**src/rtl/vga_timing_pkg.sv**
```systemverilog
// Shared timing constants, axis timing helper and FSM state type for the VGA timing generator.
package vga_timing_pkg;

    // Default 640x480 @ 60 Hz timing
    localparam int unsigned DEF_H_DISPLAY = 640;
    localparam int unsigned DEF_H_FRONT   = 16;
    localparam int unsigned DEF_H_SYNC    = 96;
    localparam int unsigned DEF_H_BACK    = 48;
    localparam int unsigned DEF_V_DISPLAY = 480;
    localparam int unsigned DEF_V_FRONT   = 10;
    localparam int unsigned DEF_V_SYNC    = 2;
    localparam int unsigned DEF_V_BACK    = 33;

    typedef struct packed {
        int unsigned total;
        int unsigned sync_start;
        int unsigned sync_end;    // inclusive
    } axis_timing_t;

    // Derive period and sync window of one axis from its four intervals
    function automatic axis_timing_t axis_timing(
        input int unsigned display,
        input int unsigned front,
        input int unsigned sync,
        input int unsigned back
    );
        axis_timing_t t;
        t.total      = display + front + sync + back;
        t.sync_start = display + front;
        t.sync_end   = display + front + sync - 1;
        return t;
    endfunction

    typedef enum logic {
        StIdle,
        StRun
    } state_e;

endpackage

```
**src/rtl/vga_axis_counter.sv**
```systemverilog
// One timing axis: position counter with registered sync and active flags plus a wrap indicator.
module vga_axis_counter
    import vga_timing_pkg::*;
#(
    parameter int unsigned DISPLAY = DEF_H_DISPLAY,
    parameter int unsigned FRONT   = DEF_H_FRONT,
    parameter int unsigned SYNC    = DEF_H_SYNC,
    parameter int unsigned BACK    = DEF_H_BACK,
    parameter int unsigned W       = 10,
    parameter bit          POL     = 1'b1
) (
    input  logic         clk,
    input  logic         rst_n,
    input  logic         step,
    input  logic         clr,
    output logic [W-1:0] cnt,
    output logic         sync,
    output logic         active,
    output logic         wrap
);

    localparam axis_timing_t T = axis_timing(DISPLAY, FRONT, SYNC, BACK);
    localparam logic [W-1:0] LAST = W'(T.total - 1);

    logic [W-1:0] r_cnt;
    logic         r_sync;
    logic         r_active;
    logic [W-1:0] w_cnt_d;
    logic         w_at_last;
    logic         w_load;
    int unsigned  w_cnt_ext;

    // Next position: clear wins over stepping; wrap only on a genuine step off the last count
    always_comb begin
        w_at_last = (r_cnt == LAST);
        w_load    = clr | step;
        wrap      = step & w_at_last & ~clr;
        w_cnt_d   = r_cnt;
        if (clr) begin
            w_cnt_d = '0;
        end else if (step) begin
            w_cnt_d = w_at_last ? '0 : r_cnt + 1'b1;
        end
        w_cnt_ext = 32'(w_cnt_d);
    end

    // Position and its decoded flags are loaded together so they never skew
    always_ff @(posedge clk or negedge rst_n) begin
        if (!rst_n) begin
            r_cnt    <= '0;
            r_sync   <= ~POL;
            r_active <= 1'b0;
        end else if (w_load) begin
            r_cnt    <= w_cnt_d;
            r_sync   <= (w_cnt_ext >= T.sync_start && w_cnt_ext <= T.sync_end) ? POL : ~POL;
            r_active <= (w_cnt_ext < DISPLAY);
        end
    end

    assign cnt    = r_cnt;
    assign sync   = r_sync;
    assign active = r_active;

endmodule

```
**src/rtl/vga_timing_gen.sv**
```systemverilog
// Parametrised VGA sync generator: idle/run FSM, H and V axis counters, strobes and frame count.
module vga_timing_gen
    import vga_timing_pkg::*;
#(
    parameter int unsigned H_DISPLAY = DEF_H_DISPLAY,
    parameter int unsigned H_FRONT   = DEF_H_FRONT,
    parameter int unsigned H_SYNC    = DEF_H_SYNC,
    parameter int unsigned H_BACK    = DEF_H_BACK,
    parameter int unsigned V_DISPLAY = DEF_V_DISPLAY,
    parameter int unsigned V_FRONT   = DEF_V_FRONT,
    parameter int unsigned V_SYNC    = DEF_V_SYNC,
    parameter int unsigned V_BACK    = DEF_V_BACK,
    parameter bit          HSYNC_POL = 1'b1,
    parameter bit          VSYNC_POL = 1'b1,
    parameter int unsigned HW        = 10,
    parameter int unsigned VW        = 10,
    parameter int unsigned FRAME_W   = 8
) (
    input  logic               clk,
    input  logic               rst_n,
    input  logic               pix_en,
    input  logic               sync_clr,
    output logic               hsync,
    output logic               vsync,
    output logic               display_on,
    output logic [HW-1:0]      hpos,
    output logic [VW-1:0]      vpos,
    output logic               line_start,
    output logic               frame_start,
    output logic [FRAME_W-1:0] frame_cnt
);

    localparam int unsigned H_TOTAL = H_DISPLAY + H_FRONT + H_SYNC + H_BACK;
    localparam int unsigned V_TOTAL = V_DISPLAY + V_FRONT + V_SYNC + V_BACK;

    // Counters must be able to hold every position of the period
    if ((64'd1 << HW) < 64'(H_TOTAL)) begin : g_hw_check
        $error("vga_timing_gen: HW too narrow for H_TOTAL");
    end
    if ((64'd1 << VW) < 64'(V_TOTAL)) begin : g_vw_check
        $error("vga_timing_gen: VW too narrow for V_TOTAL");
    end

    state_e             r_state;
    state_e             w_state_d;
    logic               w_clr;
    logic               w_h_step;
    logic               w_h_wrap;
    logic               w_v_wrap;
    logic               w_h_active;
    logic               w_v_active;
    logic               r_line_start;
    logic               r_frame_start;
    logic [FRAME_W-1:0] r_frame_cnt;

    // Next state and counter controls; the first enabled edge and sync_clr both restart at (0,0)
    always_comb begin
        w_state_d = r_state;
        w_clr     = 1'b0;
        w_h_step  = 1'b0;
        unique case (r_state)
            StIdle: begin
                if (pix_en) begin
                    w_state_d = StRun;
                    w_clr     = 1'b1;
                end
            end
            StRun: begin
                if (pix_en) begin
                    if (sync_clr) begin
                        w_clr = 1'b1;
                    end else begin
                        w_h_step = 1'b1;
                    end
                end
            end
            default: w_state_d = StIdle;
        endcase
    end

    // FSM state register
    always_ff @(posedge clk or negedge rst_n) begin
        if (!rst_n) begin
            r_state <= StIdle;
        end else begin
            r_state <= w_state_d;
        end
    end

    vga_axis_counter #(
        .DISPLAY (H_DISPLAY),
        .FRONT   (H_FRONT),
        .SYNC    (H_SYNC),
        .BACK    (H_BACK),
        .W       (HW),
        .POL     (HSYNC_POL)
    ) u_h_axis (
        .clk    (clk),
        .rst_n  (rst_n),
        .step   (w_h_step),
        .clr    (w_clr),
        .cnt    (hpos),
        .sync   (hsync),
        .active (w_h_active),
        .wrap   (w_h_wrap)
    );

    vga_axis_counter #(
        .DISPLAY (V_DISPLAY),
        .FRONT   (V_FRONT),
        .SYNC    (V_SYNC),
        .BACK    (V_BACK),
        .W       (VW),
        .POL     (VSYNC_POL)
    ) u_v_axis (
        .clk    (clk),
        .rst_n  (rst_n),
        .step   (w_h_wrap),
        .clr    (w_clr),
        .cnt    (vpos),
        .sync   (vsync),
        .active (w_v_active),
        .wrap   (w_v_wrap)
    );

    // Strobes last one clk regardless of pix_en; frame count advances only on a natural wrap
    always_ff @(posedge clk or negedge rst_n) begin
        if (!rst_n) begin
            r_line_start  <= 1'b0;
            r_frame_start <= 1'b0;
            r_frame_cnt   <= '0;
        end else begin
            r_line_start  <= w_clr | w_h_wrap;
            r_frame_start <= w_clr | w_v_wrap;
            if (w_v_wrap) begin
                r_frame_cnt <= r_frame_cnt + 1'b1;
            end
        end
    end

    // Both active flags are flops loaded on the same edge as the positions
    assign display_on  = w_h_active & w_v_active;
    assign line_start  = r_line_start;
    assign frame_start = r_frame_start;
    assign frame_cnt   = r_frame_cnt;

endmodule

```
**config.mk**
```make
export PLATFORM = sky130hd
export DESIGN_NAME = vga_timing_gen
export DESIGN_NICKNAME = d
export VERILOG_FILES = /design/src/rtl/vga_timing_pkg.sv /design/src/rtl/vga_axis_counter.sv /design/src/rtl/vga_timing_gen.sv
export SDC_FILE = /design/constraint.sdc
export NUM_CORES = 1
export LEC_CHECK = 0
export ABC_AREA = 1
export CORE_MARGIN = 2
export CORE_UTILIZATION = 40
export DETAILED_ROUTE_END_ITERATION = 7
export SYNTH_ARGS = -nofsm -noshare
export SYNTH_HDL_FRONTEND = slang
export SYNTH_SLANG_ARGS = --single-unit
export TNS_END_PERCENT = 20
```
**constraint.sdc**
```tcl
create_clock -name clk -period 2.13 [get_ports clk]
set_input_delay 0.213 -clock clk [delete_from_list [all_inputs] [get_ports clk]]
set_output_delay 0.213 -clock clk [all_outputs]
set_load 0.05 [all_outputs]
```
**Word level (Yosys, flattened, before mapping)**

Cells that the tools add are included.
Widths: inputs -> output; s select.

- Register bits after elaboration: 35
- Bits in latches: 0
- Memory bits (writable): 0
- Bits in read-only memories: 0
- Bits of input ports: 4
- Output and inout bits: 33
- Word-level logic and storage cells: 49
- Memories: 0

- $add $sub $neg: 3
- $mul: 0
- Div/mod/pow operators: 0
- Order comparisons: 6
- Eq/ne operators: 2
- Shifts and indexed selects: 0
- Muxes and demuxes: 16
- Bitwise gates (word level): 10
- Reductions and logical operators: 2

Operator list:

| kind | number |
|---|---|
| $mux 10 | 6 |
| $add 10x1->10 const B | 2 |
| $eq 10x10->1 const B | 2 |
| $ge 10x10->1 const B | 1 |
| $ge 10x9->1 const B | 1 |
| $le 10x10->1 const B | 1 |
| $le 10x9->1 const B | 1 |
| $lt 10x10->1 const B | 1 |
| $lt 10x9->1 const B | 1 |
| $mux 1 | 9 |
| $add 8x1->8 const B | 1 |
| $and 1x1->1 | 5 |
| $or 1x1->1 | 3 |
| $logic_and 1x1->1 | 2 |
| $not 1->1 | 2 |
| $pmux 1 s2 | 1 |

**Depth between registers and ports, before layout**

- Word-level depth: 10
- Gate-level depth with buffers: 14
- Depth with buffers taken out: 14

**Cells and area by module**

From an unflattened synthesis, not the netlist that was laid out.

- Cell total of the unflattened synthesis: 287
- Area, all modules: 2109.5 sq um

Modules (own cells, without submodules):

| module | times used | cells each | area an instance (sq um) | sequential area each (sq um) |
|---|---|---|---|---|
| vga_axis_counter at u_v_axis | 1 | 116 | 803.3 | 300.3 |
| vga_axis_counter at u_h_axis | 1 | 116 | 793.3 | 300.3 |
| vga_timing_gen | 1 | 55 | 513.0 | 275.3 |

**Worst setup path before layout**

No wires, ideal clock.

- Path type: reg-to-reg
- From: reg u_h_axis.r_cnt[0] (netlist: u_h_axis.cnt[0])
- To: reg r_frame_cnt[6] (netlist: frame_cnt[6])
- Setup time: 0.141 ns
- Arrival: 1.940 ns
- Required time: 1.989 ns
- Setup slack: 0.049 ns
- Stages on the path, launching flop included: 10
- Path buffers: 0
- Clock period less this slack: 2.081 ns
- Cells stage by stage: dfrtp_1 ha_1 nand2_1 nor2_2 nand3_4 nor2_4 nand3_2 nor2_2 nand3_1 xnor2_1

- Longest elaborated chain between the ends: 5

RTL lines:

| what | line | text |
|---|---|---|
| from (decl) | vga_axis_counter.sv:25 | `logic [W-1:0] r_cnt;` |
| from (signal assigned) | vga_axis_counter.sv:54 | `r_cnt <= w_cnt_d;` |
| $eq 10x10->1 | vga_axis_counter.sv:35 | `w_at_last = (r_cnt == LAST);` |
| $and 1x1->1 (4 in series) | vga_axis_counter.sv:37 | `wrap = step & w_at_last & ~clr;` |
| to (signal assigned) | vga_timing_gen.sv:136 | `r_frame_cnt <= r_frame_cnt + 1'b1;` |
| to (decl) | vga_timing_gen.sv:54 | `logic [FRAME_W-1:0] r_frame_cnt;` |

No other way between the ends.
A chain may end at the register's enable or synchronous reset.

**Worst setup path after layout**

- From: reg u_v_axis.r_cnt[0] (netlist: u_v_axis.cnt[0])
- To: reg r_frame_cnt[7] (netlist: frame_cnt[7])

- Longest elaborated chain between the ends: 3

RTL lines:

| what | line |
|---|---|
| from (decl) | vga_axis_counter.sv:25 |
| from (signal assigned) | vga_axis_counter.sv:54 |
| $eq 10x10->1 | vga_axis_counter.sv:35 |
| $and 1x1->1 (2 in series) | vga_axis_counter.sv:37 |

No other way between the ends.

==> impl_metrics.json <==
{
  "outcome": "completed",
  "grt_use_met2": 0.289,
  "routedWlPerCell_um": 12.3,
  "ant_nets": 0,
  "synth-adder-area-share": 0.0251,
  "grt.total_usage": 0.184,
  "syn_inst": 263,
  "die_w_um": 74.7,
  "hold_class": "in -> async",
  "die_h_um": 74.7,
  "period_share": 0.889,
  "grt_setup_unrepaired": "no",
  "drt_wl_total_mm": 4.67,
  "htree_num_levels": 2,
  "cp-start-kind": "register",
  "post-synth-top-area-fraction": 0.439,
  "gp_congestion": 0.837,
  "clock_latency_ns": 0.29,
  "synth-compound-area-share": 0.0263,
  "antenna_found_initial": 0,
  "rows": 25,
  "required_ns": 2.30,
  "start_util": 0.420,
  "clock-root-buffer": "clkbuf_8",
  "vias": 1789,
  "nets": 319,
  "syn2layout_area_growth_pct": 31.0,
  "grt.overflow.total": 0,
  "ys_types": 27,
  "avgSynthCellArea_sq_um": 7.59,
  "period_needed_ns": 1.89,
  "syn_area_sq_um": 2000,
  "cts_buffers": 5,
  "synth.area.mux_share": 0,
  "p_per_area_nw_per_um2": 584,
  "finalCoreUtilization": 0.550,
  "tightest_slew_ns": 0.505,
  "portBuffers": 36,
  "synth_seq_cells": 35,
  "seq_area_frac_synth": 0.439,
  "grt_pass1_wl_mm": 7.74,
  "drt_iter0_markers": 81,
  "synth_top_family_by_area": "simple AND/OR/NAND/NOR gates",
  "peakVddDrop_uv": 480,
  "yosys.area_share.simple": 0.360,
  "diodes": 0,
  "placed_area_sq_um": 2480,
  "hold_viol": 0,
  "ys_warn_count": 0,
  "use_met1": 0.257,
  "synth_nets": 271,
  "postCtsSetupBuffers": 0,
  "synth_top_cell_by_area": "dfrtp_1",
  "setup-tns-final_ns": 0,
  "cap_violations": 0,
  "crit_fanout": 5,
  "arrival_ns": 2.07,
  "coreArea_sq_um": 4750,
  "maxSlewViolCount": 0,
  "slew_headroom": 0.662,
  "synth_xor_area_frac": 0.0702,
  "drtPass1Iterations": 4,
  "grt_start_max_net_pins": 36,
  "busiest_layer": "met2",
  "vias_per_cell": 4.72,
  "clk_path_buf_depth": 2,
  "cts_tree": "yes",
  "p_leak_nw": 1.32,
  "setup_viol_count_final": 0,
  "grt_util_met3": 0.0428,
  "finalClockSkew_ns": 0.00839,
  "grt_pass1_vias": 1652,
  "fillers": 481,
  "design_area_sq_um": 2620,
  "fmax_mhz": 528,
  "drc_errors": 0,
  "dp_hpwl_mm": 3.59,
  "ys_top_cells_by_area": "dfrtp_1, nand2_1, inv_1, nor2_1, nand3_1",
  "path_clk_slew_ns": 0.08,
  "pin_count": 37,
  "cp-end-kind": "register",
  "final_layout_size_suffix_gt1_frac": 0.103,
  "die-area_sq_um": 5570,
  "cts.sinks": 35,
  "crit_type": "reg -> reg"
}
[per-layer routing]
metal / up-vias / share of wire / wire (um)
met5: - / 0 / 0
met4: 0 / 0.015 / 69
met3: 7 / 0.040 / 187
met2: 42 / 0.47 / 2190
met1: 836 / 0.48 / 2230
li1: 904 / - / -
[logic make-up (layout without fill, tap and decap cells)]
| kind of cell | after synthesis | after routing |
|---|---|---|
| AO/OA/AOI/OAI | 9 | 9 |
| buffers and inverters | 42 | 91 |
| AND/OR/NAND/NOR | 157 | 157 |
| flip-flops | 35 | 35 |
| adder cells (fa/ha/maj) | 4 | 4 |
| XOR/XNOR | 16 | 16 |
[registers in the layout, indices dropped and copies added, names as in the netlist]
register,flops
u_h_axis.cnt,10
u_v_axis.cnt,10
frame_cnt,8
frame_start,1
line_start,1
r_state,1
u_h_axis.active,1
u_h_axis.sync,1
u_v_axis.active,1
u_v_axis.sync,1
[critical path, cell delays in order (launching register included)]
cell     delay, ns
dfrtp_1       0.43
inv_1         0.11
ha_1          0.15
inv_1         0.04
nor2_1        0.08
nand3_1       0.09
nor2_2        0.14
inv_2         0.07
nor3_1        0.18
nand2_1       0.13
nor2_2        0.13
nand3_1       0.09
xnor2_1       0.14
[Yosys cell counts, drive strengths merged]
| cell | number |
|---|---|
| buf | 1 |
| a21oi | 2 |
| o21ai | 5 |
| a32o | 1 |
| nand4 | 5 |
| dfrtp | 35 |
| o31ai | 1 |
| nand2 | 78 |
| inv | 40 |
| or2 | 1 |
| ha | 4 |
| xor2 | 11 |
| nor2 | 44 |
| clkinv | 1 |
| nand3b | 1 |
| nor3b | 1 |
| xnor2 | 5 |
| nand3 | 25 |
| nor3 | 2 |
[stage by stage]
stage	total power [mW]	worst slack, ns	instances	hold WS, ns
after floorplan	0.767	0.0490	263	-0.0826
after global placement	0.827	0.113	371	0.461
after detailed placement	0.826	0.0481	371	0.469
after CTS	1.54	0.207	379	0.361
after global routing	1.58	0.0168	379	0.403
final	1.53	0.237	379	0.344
[final cells by class]
class	instances	area, sq um	share of cell area
clock buffer	6	72.6	0.0277
tap	67	83.8	0.0320
inverter	41	155	0.0593
clock inverter	2	60.1	0.0230
multi-input combinational	186	963	0.368
timing repair buffer	42	405	0.155
sequential	35	876	0.335
[path summary, 6_finish.rpt]
kind / slack (ns) / to / cells past startpoint / start
hold reg to reg: 0.48 / frame_cnt[7] / 1 / frame_cnt[7]
min in group clk: 0.48 / frame_cnt[7] / 1 / frame_cnt[7]
setup / recovery: 0.24 / frame_cnt[7] / 12 / u_v_axis.cnt[0]
max in group asynchronous: 1.47 / u_v_axis.cnt[9] / 2 / rst_n
setup reg to reg: 0.24 / frame_cnt[7] / 12 / u_v_axis.cnt[0]
hold / removal: 0.34 / u_v_axis.cnt[2] / 2 / rst_n
[what timing repair did]
action                                  in CTS  in global routing
endpoints found under the setup margin       0                  1
hold buffers                                 0                  0
resized for setup                            0                  1
[cell usage in the layout, fill, tap and decap left out, drive strengths merged]
cell,n
buf,6
or2,1
clkbuf,6
nor3,2
bufinv,2
a21oi,2
o21ai,5
xor2,11
nor3b,1
nand2,78
dfrtp,35
clkinv,1
xnor2,5
inv,40
ha,4
nand3b,1
o31ai,1
nand4,5
nand3,25
a32o,1
nor2,44
clkdlybuf4s50,36
[power by group]
group / internal, mW / total [mW] / switching (mW)
Combinational: 0.0405 / 0.125 / 0.0841
Clock: 0.468 / 0.715 / 0.247
Sequential: 0.676 / 0.687 / 0.0115
Power figures use the tool's default switching activity.
